--- config.mk ---
export PLATFORM = sky130hd
export DESIGN_NAME = fifo_rd_scheduler
export DESIGN_NICKNAME = d
export VERILOG_FILES = /design/src/rtl/fifo_rd_sched_pkg.sv /design/src/rtl/fifo_rd_sched_obuf.sv /design/src/rtl/fifo_rd_scheduler.sv
export SDC_FILE = /design/constraint.sdc
export NUM_CORES = 1
export LEC_CHECK = 0
export ABC_AREA = 1
export CELL_PAD_IN_SITES_DETAIL_PLACEMENT = 1
export CELL_PAD_IN_SITES_GLOBAL_PLACEMENT = 1
export CORE_MARGIN = 3
export CORE_UTILIZATION = 31
export CTS_BUF_LIST = sky130_fd_sc_hd__clkbuf_8
export CTS_CLUSTER_DIAMETER = 100
export DETAILED_ROUTE_END_ITERATION = 8
export GPL_TIMING_DRIVEN = 0
export PLACE_DENSITY_LB_ADDON = 0.1
export SYNTH_ARGS = -nofsm -noshare
export SYNTH_HDL_FRONTEND = slang
export SYNTH_HIERARCHICAL = 1
export SYNTH_SLANG_ARGS = --single-unit
--- constraint.sdc ---
create_clock -name clk -period 6.2 [get_ports clk]
set_clock_uncertainty 0.15 [all_clocks]
set_input_delay 1.24 -clock clk [delete_from_list [all_inputs] [get_ports clk]]
set_output_delay 1.24 -clock clk [all_outputs]
set_load 0.005 [all_outputs]
--- src/rtl/fifo_rd_sched_pkg.sv ---
// Shared types and helpers for the FIFO read scheduler.
// Latency: n/a (types and pure functions only).
// Backpressure: n/a.
// Contents: scheduler state enum, qid width helper, round-robin pick function.
package fifo_rd_sched_pkg;

    // Upper bound on queues the round-robin helper can scan.
    localparam int RR_MAX_Q = 32;

    typedef enum logic [1:0] {
        ST_IDLE  = 2'd0,
        ST_BURST = 2'd1,
        ST_DRAIN = 2'd2
    } state_e;

    // Queue-id width; a single queue still gets a 1-bit id.
    function automatic int qid_width(input int num_q);
        return (num_q > 1) ? $clog2(num_q) : 1;
    endfunction

    // First requesting queue scanning upward from (last + 1) mod num_q.
    // Returns -1 when nothing requests. Scanning k downward and overwriting
    // leaves the smallest k, i.e. the nearest queue after 'last'.
    function automatic int rr_next(input logic [RR_MAX_Q-1:0] req,
                                   input int num_q,
                                   input int last);
        int pick;
        int idx;
        pick = -1;
        for (int k = RR_MAX_Q; k >= 1; k--) begin
            if (k <= num_q) begin
                idx = last + k;
                if (idx >= num_q) begin
                    idx = idx - num_q;
                end
                if (req[idx]) begin
                    pick = idx;
                end
            end
        end
        return pick;
    endfunction

endpackage

--- src/rtl/fifo_rd_sched_obuf.sv ---
// Two-entry FIFO-ordered output buffer holding {qid, last, data} words.
// Latency: a pushed word is visible at the head the cycle after the push.
// Backpressure: none internally; the caller must never push into a full buffer without popping.
// Ports: push/push_dat write an entry; pop removes the head; occ, head_vld, head_dat describe the contents.
module fifo_rd_sched_obuf #(
    parameter int DW = 67
) (
    input  logic          clk,
    input  logic          rst,
    input  logic          push,
    input  logic [DW-1:0] push_dat,
    input  logic          pop,
    output logic [1:0]    occ,
    output logic          head_vld,
    output logic [DW-1:0] head_dat
);

    logic [DW-1:0] mem_q [2];
    logic [DW-1:0] mem_d [2];
    logic          wr_ptr_q, wr_ptr_d;
    logic          rd_ptr_q, rd_ptr_d;
    logic [1:0]    occ_q, occ_d;
    logic          pop_en;

    assign pop_en = pop && (occ_q != 2'd0);

    always_comb begin
        mem_d    = mem_q;
        wr_ptr_d = wr_ptr_q;
        rd_ptr_d = rd_ptr_q;
        occ_d    = occ_q;
        if (push) begin
            mem_d[wr_ptr_q] = push_dat;
            wr_ptr_d        = ~wr_ptr_q;
        end
        if (pop_en) begin
            rd_ptr_d = ~rd_ptr_q;
        end
        case ({push, pop_en})
            2'b10:   occ_d = occ_q + 2'd1;
            2'b01:   occ_d = occ_q - 2'd1;
            default: occ_d = occ_q;
        endcase
    end

    always_ff @(posedge clk or posedge rst) begin
        if (rst) begin
            mem_q    <= '{default: '0};
            wr_ptr_q <= 1'b0;
            rd_ptr_q <= 1'b0;
            occ_q    <= 2'd0;
        end else begin
            mem_q    <= mem_d;
            wr_ptr_q <= wr_ptr_d;
            rd_ptr_q <= rd_ptr_d;
            occ_q    <= occ_d;
        end
    end

    assign occ      = occ_q;
    assign head_vld = (occ_q != 2'd0);
    assign head_dat = mem_q[rd_ptr_q];

    // The issue rule in the scheduler guarantees room; catch any regression.
    a_no_overflow: assert property (@(posedge clk) disable iff (rst)
        !(push && !pop_en && (occ_q == 2'd2)));

endmodule

--- src/rtl/fifo_rd_scheduler.sv ---
// Round-robin read scheduler sharing one consumer among NUM_Q FIFO read ports, bursting up to BURST words per grant.
// Latency: rden in cycle t gives out_valid/out_data in t+2 with an empty buffer; one word per cycle sustained.
// Backpressure: rden is issued only while buffer + in-flight - pop < 2, so out_ready=0 stalls reads after 2 words.
// Ports: clk/reset; enable gates new grants; q_rdempty/q_rdusedw/q_dataout/q_rden connect the FIFOs;
//        out_data/out_qid/out_last/out_valid/out_ready form the downstream stream; busy flags activity.
module fifo_rd_scheduler
    import fifo_rd_sched_pkg::*;
#(
    parameter int NUM_Q = 4,
    parameter int WIDTH = 64,
    parameter int PTR   = 4,
    parameter int BURST = 8,
    localparam int QW   = qid_width(NUM_Q)
) (
    input  logic                     clk,
    input  logic                     reset,
    input  logic                     enable,
    input  logic [NUM_Q-1:0]         q_rdempty,
    input  logic [NUM_Q*(PTR+1)-1:0] q_rdusedw,
    input  logic [NUM_Q*WIDTH-1:0]   q_dataout,
    output logic [NUM_Q-1:0]         q_rden,
    output logic [WIDTH-1:0]         out_data,
    output logic [QW-1:0]            out_qid,
    output logic                     out_last,
    output logic                     out_valid,
    input  logic                     out_ready,
    output logic                     busy
);

    localparam int PW = PTR + 1;
    localparam int BW = (BURST > 1) ? $clog2(BURST) : 1;
    localparam int DW = QW + 1 + WIDTH;

    state_e          state_q, state_d;
    // grant_q doubles as the round-robin pointer (last granted queue).
    logic [QW-1:0]   grant_q, grant_d;
    logic [BW-1:0]   burst_cnt_q, burst_cnt_d;
    logic            inflight_q, inflight_d;
    logic            inflight_last_q, inflight_last_d;

    logic            sel_empty;
    logic [PW-1:0]   sel_usedw;
    logic [WIDTH-1:0] sel_data;
    logic [RR_MAX_Q-1:0] req;
    int              pick;

    logic [1:0]      occ;
    logic            head_vld;
    logic [DW-1:0]   head_dat;
    logic            push;
    logic            pop;
    logic [DW-1:0]   push_dat;
    logic            room;
    logic            word_last;
    logic            issue;

    // Mux the granted queue's status and data.
    always_comb begin
        sel_empty = 1'b1;
        sel_usedw = '0;
        sel_data  = '0;
        for (int i = 0; i < NUM_Q; i++) begin
            if (grant_q == QW'(i)) begin
                sel_empty = q_rdempty[i];
                sel_usedw = q_rdusedw[i*PW +: PW];
                sel_data  = q_dataout[i*WIDTH +: WIDTH];
            end
        end
    end

    always_comb begin
        req               = '0;
        req[NUM_Q-1:0]    = ~q_rdempty;
        pick              = rr_next(req, NUM_Q, int'(grant_q));
    end

    assign pop = head_vld && out_ready;
    // Words already committed (buffered + in flight), less this cycle's pop, must leave a free slot.
    assign room = ({1'b0, occ} + {2'b00, inflight_q}) < (3'd2 + {2'b00, pop});

    always_comb begin
        state_d         = state_q;
        grant_d         = grant_q;
        burst_cnt_d     = burst_cnt_q;
        issue           = 1'b0;
        word_last       = (burst_cnt_q == BW'(BURST - 1)) || (sel_usedw == PW'(1));
        case (state_q)
            ST_IDLE: begin
                if (enable && (pick >= 0)) begin
                    grant_d     = QW'(pick);
                    burst_cnt_d = '0;
                    state_d     = ST_BURST;
                end
            end
            ST_BURST: begin
                if (!sel_empty && room) begin
                    issue       = 1'b1;
                    burst_cnt_d = burst_cnt_q + 1'b1;
                    if (word_last) begin
                        state_d = ST_DRAIN;
                    end
                end else if (sel_empty) begin
                    // Queue ran dry early: the burst ends without a flagged last word.
                    state_d = ST_DRAIN;
                end
            end
            ST_DRAIN: begin
                if (!inflight_q) begin
                    state_d = ST_IDLE;
                end
            end
            default: state_d = ST_IDLE;
        endcase
        inflight_d      = issue;
        inflight_last_d = issue && word_last;
    end

    always_ff @(posedge clk or posedge reset) begin
        if (reset) begin
            state_q         <= ST_IDLE;
            grant_q         <= QW'(NUM_Q - 1);
            burst_cnt_q     <= '0;
            inflight_q      <= 1'b0;
            inflight_last_q <= 1'b0;
        end else begin
            state_q         <= state_d;
            grant_q         <= grant_d;
            burst_cnt_q     <= burst_cnt_d;
            inflight_q      <= inflight_d;
            inflight_last_q <= inflight_last_d;
        end
    end

    always_comb begin
        q_rden = '0;
        for (int i = 0; i < NUM_Q; i++) begin
            if (issue && (grant_q == QW'(i))) begin
                q_rden[i] = 1'b1;
            end
        end
    end

    // dataout lags rden by one cycle; grant_q is stable until the in-flight word lands.
    assign push     = inflight_q;
    assign push_dat = {grant_q, inflight_last_q, sel_data};

    fifo_rd_sched_obuf #(
        .DW (DW)
    ) u_obuf (
        .clk      (clk),
        .rst      (reset),
        .push     (push),
        .push_dat (push_dat),
        .pop      (pop),
        .occ      (occ),
        .head_vld (head_vld),
        .head_dat (head_dat)
    );

    assign out_valid = head_vld;
    assign out_qid   = head_dat[DW-1 -: QW];
    assign out_last  = head_dat[WIDTH];
    assign out_data  = head_dat[WIDTH-1:0];
    assign busy      = (state_q != ST_IDLE) || head_vld;

endmodule
======== Word level (Yosys, flattened, before mapping) ========
Cells that the tools add are included.
operators by class
  $add $sub $neg .......................... 13
  order comparisons ....................... 13
  eq/ne operators ......................... 14
  multiplexer cells ....................... 54
  bitwise logic cells ..................... 5
  reductions and logical operators ........ 22
operator list
  cell                                                                                   count
  67-bit 2-to-1 mux                                                                      4
  32-bit 2-to-1 mux                                                                      8
  64-bit 2-to-1 mux                                                                      4
  134-bit bitwise mux                                                                    1
  32-bit by 7-bit less-than comparator with 1-bit output (second input constant)         4
  67-bit demux with 1-bit select                                                         1
  32-bit by 1-bit greater-or-equal comparator with 1-bit output (second input constant)  1
  1-bit binary-select mux with 5-bit select                                              4
  5-bit 2-to-1 mux                                                                       4
  1-bit 2-to-1 mux                                                                       18
  3-bit by 3-bit subtractor with 4-bit output (second input constant)                    3
  1-bit logical AND                                                                      10
  2-bit 2-to-1 mux                                                                       5
  3-bit greater-or-equal comparator (second input constant)                              3
  2-bit == test (second input constant)                                                  4
  2-bit nonzero test                                                                     4
  2-bit by 2-bit adder with 3-bit output (second input constant)                         2
  2-bit by 1-bit == test with 1-bit output (second input constant)                       3
  3-bit 2-to-1 mux                                                                       2
  2-bit != test (second input constant)                                                  3
  3-bit != test (second input constant)                                                  2
  2-bit one-hot mux with 3 select lines                                                  1
  3-bit one-hot mux with 2 select lines                                                  1
  5-bit by 1-bit == test with 1-bit output (second input constant)                       1
  23 further kinds                                                                       28
storage, ports and cells
  bits in registers ....................... 147
  input port bits ......................... 284
  output and inout bits ................... 73

======== Depth between registers and ports, before layout ========
  depth in word-level cells ............... 14
  depth in mapped cells ................... 13

======== Cells and area by module ========
The synthesis kept the hierarchy.
by module, submodules not included
  module              instances  cells an instance  area an instance (µm²)
  fifo_rd_sched_obuf  1          743                5,987.0
  fifo_rd_scheduler   1          579                2,861.5

======== Worst setup path after synthesis ========
OpenSTA, ideal clock, no wires.
  kind .................................... input -> output
  start point ............................. in q_rdempty[0]
  end point ............................... out q_rden[0]
  arrival time ............................ 1.872 ns
  data required time ...................... 4.810 ns
  slack ................................... 2.938 ns
  cell stages on the path ................. 9
  path through ............................ inv_1 nand2_1 nand2_1 nand3_1 nand2_1 nand2_2 nor2_4 inv_2 nor2_1
on the way
  word-level cells in the longest chain between the ends .. 10
RTL lines
  item                            line                      text
  start: declaration              fifo_rd_scheduler.sv:18   input logic [NUM_Q-1:0] q_rdempty,
  1-bit 2-to-1 mux (4 in series)  fifo_rd_scheduler.sv:63   if (grant_q == QW'(i)) begin
  1-bit zero test                 fifo_rd_scheduler.sv:96   if (!sel_empty && room) begin
  1-bit logical AND               fifo_rd_scheduler.sv:96
  1-bit 2-to-1 mux                fifo_rd_scheduler.sv:96
  1-bit 2-to-1 mux                fifo_rd_scheduler.sv:87   case (state_q)
  named net inflight_d            fifo_rd_scheduler.sv:38   logic inflight_q, inflight_d;
  1-bit logical AND               fifo_rd_scheduler.sv:137  if (issue && (grant_q == QW'(i))) begin
  1-bit 2-to-1 mux                fifo_rd_scheduler.sv:137
  end: declaration                fifo_rd_scheduler.sv:21   output logic [NUM_Q-1:0] q_rden,
The timed path passes the listed nets, and every way through them passes these cells.

======== Worst setup path in the final report ========
  start point ............................. reg grant_q[0]
  end point ............................... out q_rden[3]
on the way
  word-level cells in the longest chain between the ends .. 11
  elaborated cells on any way between the ends .. 14
  those cells by class .................... eq/ne (3); mux (7); reduce/logical (4)
RTL lines
  item                            line                      text
  start: declaration              fifo_rd_scheduler.sv:36   logic [QW-1:0] grant_q, grant_d;
  start signal: assignment        fifo_rd_scheduler.sv:121  grant_q <= QW'(NUM_Q - 1);
  start signal: assignment        fifo_rd_scheduler.sv:127  grant_q <= grant_d;
  2-bit zero test                 fifo_rd_scheduler.sv:63
  1-bit 2-to-1 mux (3 in series)  fifo_rd_scheduler.sv:63
  1-bit 2-to-1 mux *              fifo_rd_scheduler.sv:63
  1-bit zero test *               fifo_rd_scheduler.sv:96
  1-bit logical AND *             fifo_rd_scheduler.sv:96
  1-bit 2-to-1 mux *              fifo_rd_scheduler.sv:96
  1-bit 2-to-1 mux *              fifo_rd_scheduler.sv:87
  named net inflight_d            fifo_rd_scheduler.sv:38
  1-bit logical AND *             fifo_rd_scheduler.sv:137
  1-bit 2-to-1 mux *              fifo_rd_scheduler.sv:137
The timed path passes the listed nets; every way through them passes the cells marked *.

==> run summary <==
Site Rows - 61
Power, Total - 6.61 mW
unrepaired setup endpoints after global routing - no
post-synth cell types - 29
DRC viols - 0
Post-CTS Setup Bufs - 0
Root Buffer - clkbuf_8
worst skew pair latency - 0.46 ns
fin crit share - 75.9%
Sink Count - 147
leakage power - 6.30 nW
vias per cell - 4.81
I/O Pins - 357
crit path launch type - flop
count of final setup violators - 0
WP buf/inv - 5
sequential fraction of the synthesis area - 41.6%
Mapped Area - 8850 um2
Max Cap Viol - 0
yosys warns - 6
Hold/Removal Path Class - reg -> reg
post-CTS sizing - 0
Yosys reg bits - 147
Post-synth EDFFs - 0
die width - 175 um
CP Class - reg -> out
GR Overflow Total - 0
highest cell delay on the worst timing path - 0.68 ns
wire length per cell - 17.2 um
Max transition margin - 44.6%
max frequency - 212 MHz
Post-Synthesis Cells - 1322
Final ANT Viol Nets - 0
share of cells above drive strength 1 - 5.61%
Max Root-Sink Buffers - 2
largest net degree at the start of global routing - 83
Iter 0 DRT Violations - 363
Worst VDD drop - 0.169 mV
ys flop type - dfrtp_1
crit path capture type - primary output
CP most frequent cell - inv_2
core area - 27900 um2
detailed-router iteration count before antenna repair - 4
post-layout min period - 4.71 ns
Max Slew Vio Count - 0
die area - 30600 um2
Worst-path clk slew - 0.10 ns
cts-stage hold buffer count - 0
area grow syn2layout - 50.6%
initial core utilization - 31.7%
synthesized area per cell - 6.69 um2
syn_nets - 1619
Critical Path AT - 3.32 ns
CTS tree - built
final wirelength - 36.0 mm
Die H - 175 um
most frequent cells in the layout - nand2_1, clkdlybuf4s50_1, o21ai_0, dfrtp_1, inv_1
leading cell type in the layout, fill and taps excluded - nand2_1
hpwl dp - 27.9 mm
antenna cells - 0
Tot GR Track Use - 23.0%
Least-Margin Pin Slew - 0.831 ns
CP max stage cell - dfstp_2
number of H-tree levels - 4
CTS buffer count - 17
Crit path max-delay family - buffers and inverters
Hold Vio Cnt, Final - 0
input/output buffers - 356
Crit Path Max Fanout - 11
final core utilization - 47.7%
Post-synth ARST share - 100%
r2r setup slk - 3.11 ns
global placer's final weighted congestion - 0.791
# nets final - 1995
status - completed
via count - 10000
first-pass GRT wire length - 55.5 mm
critical path, cell by cell - inv_2, ha_1, inv_2, buf_2, nand3_1, nand2_1, nand2_2, nor2_4, inv_2, nor2_1, clkdlybuf4s50_1
Critical Path RT - 4.81 ns
antenna violations before repair - 0
Power Density - 496 nW/um2
vias in the first global route - 10400
-- through the flow --
| stage | area, um2 | setup TNS, ns | setup WS (ns) | hold slack, ns | cells |
|---|---|---|---|---|---|
| after floorplan | 8850 | 0 | 1.11 | 0.303 | 1322 |
| after global placement | 12900 | -136.53 | -1.00 | 0.315 | 2056 |
| after detailed placement | 12900 | 0 | 1.78 | 0.323 | 2057 |
| after CTS | 13300 | 0 | 1.40 | 0.343 | 2088 |
| after global routing | 13300 | 0 | 1.28 | 0.366 | 2088 |
| final | 13300 | 0 | 1.49 | 0.338 | 2088 |
-- final timing paths --
check | from | end | depth (start not counted)
max in group asynchronous | reset | u_obuf/mem_q[112]$_DFFE_PP0P_ | 3
hold reg to reg | u_obuf/mem_q[45]$_DFFE_PP0P_ | u_obuf/mem_q[45]$_DFFE_PP0P_ | 2
setup / recovery | grant_q[0]$_DFFE_PP1P_ | q_rden[3] | 11
min in group asynchronous | reset | burst_cnt_q[1]$_DFFE_PP0P_ | 2
setup reg to reg | grant_q[0]$_DFFE_PP1P_ | u_obuf/mem_q[55]$_DFFE_PP0P_ | 8
hold / removal | u_obuf/mem_q[45]$_DFFE_PP0P_ | u_obuf/mem_q[45]$_DFFE_PP0P_ | 2
-- registers in the layout, indices dropped and copies added (netlist names) --
| signal | flops |
|---|---|
| u_obuf/wr_ptr_q | 1 |
| u_obuf/rd_ptr_q | 1 |
| state_q | 2 |
| u_obuf/occ | 2 |
| inflight_q | 1 |
| burst_cnt_q | 3 |
| grant_q | 2 |
| u_obuf/mem_q | 134 |
| inflight_last_q | 1 |
-- report_power, final --
group	switching (mW)	internal (mW)	leakage (nW)	total, mW
Clock	0.386	0.406	0.203	0.793
Sequential	0.273	1.44	1.77	1.71
Combinational	2.42	1.69	4.33	4.11
-- synthesized netlist by cell type (2+ instances only) --
library cell,n,area (um2)
o21ai_1,61,305
nand2_1,583,2190
ha_1,13,163
inv_1,97,364
inv_2,8,30.0
o21ai_0,202,1010
nand4_1,3,18.8
nand3_1,24,120
clkbuf_1,38,143
nor2_1,16,60.1
nand3b_1,2,15.0
nand3_2,3,30.0
or2_1,2,12.5
buf_1,2,7.51
dfstp_2,2,52.6
buf_6,7,78.8
buf_4,2,15.0
buf_2,35,175
a21oi_1,68,340
dfrtp_1,145,3630
-- worst min-delay path: cells and delay by family (launching register included) --
kind             cells  cell delay, ns
AO/OA/AOI/OAI        1            0.06
flip-flops           1            0.34
AND/OR/NAND/NOR      1            0.05
-- routing by layer --
layer | global-route usage [%] | wire length [um]
met5 | 0 | 0
met4 | 4.69 | 609
met3 | 5.19 | 1770
met2 | 41.8 | 18600
met1 | 28.0 | 15000
-- kinds of logic after synthesis --
family	after synthesis	synth area share, %
xor gates and xnor gates	1	0.0990
AOI/OAI and AO/OA	332	18.9
DFF	147	41.6
buffers and inverters	190	9.25
adders and majority gates	13	1.84
and+or+nand+nor	639	28.3
-- layout make-up --
| cell class | instances | area (um2) |
|---|---|---|
| fillers | 3632 | 14600 |
| multi-input cells | 985 | 4350 |
| flip-flops and latches | 147 | 3680 |
| repair buffers | 357 | 3590 |
| well taps | 378 | 473 |
| plain buffers | 85 | 424 |
| inverters | 105 | 399 |
| clock buffers | 18 | 248 |
| clock inverters | 13 | 158 |
(Power assumes the default switching activity.)
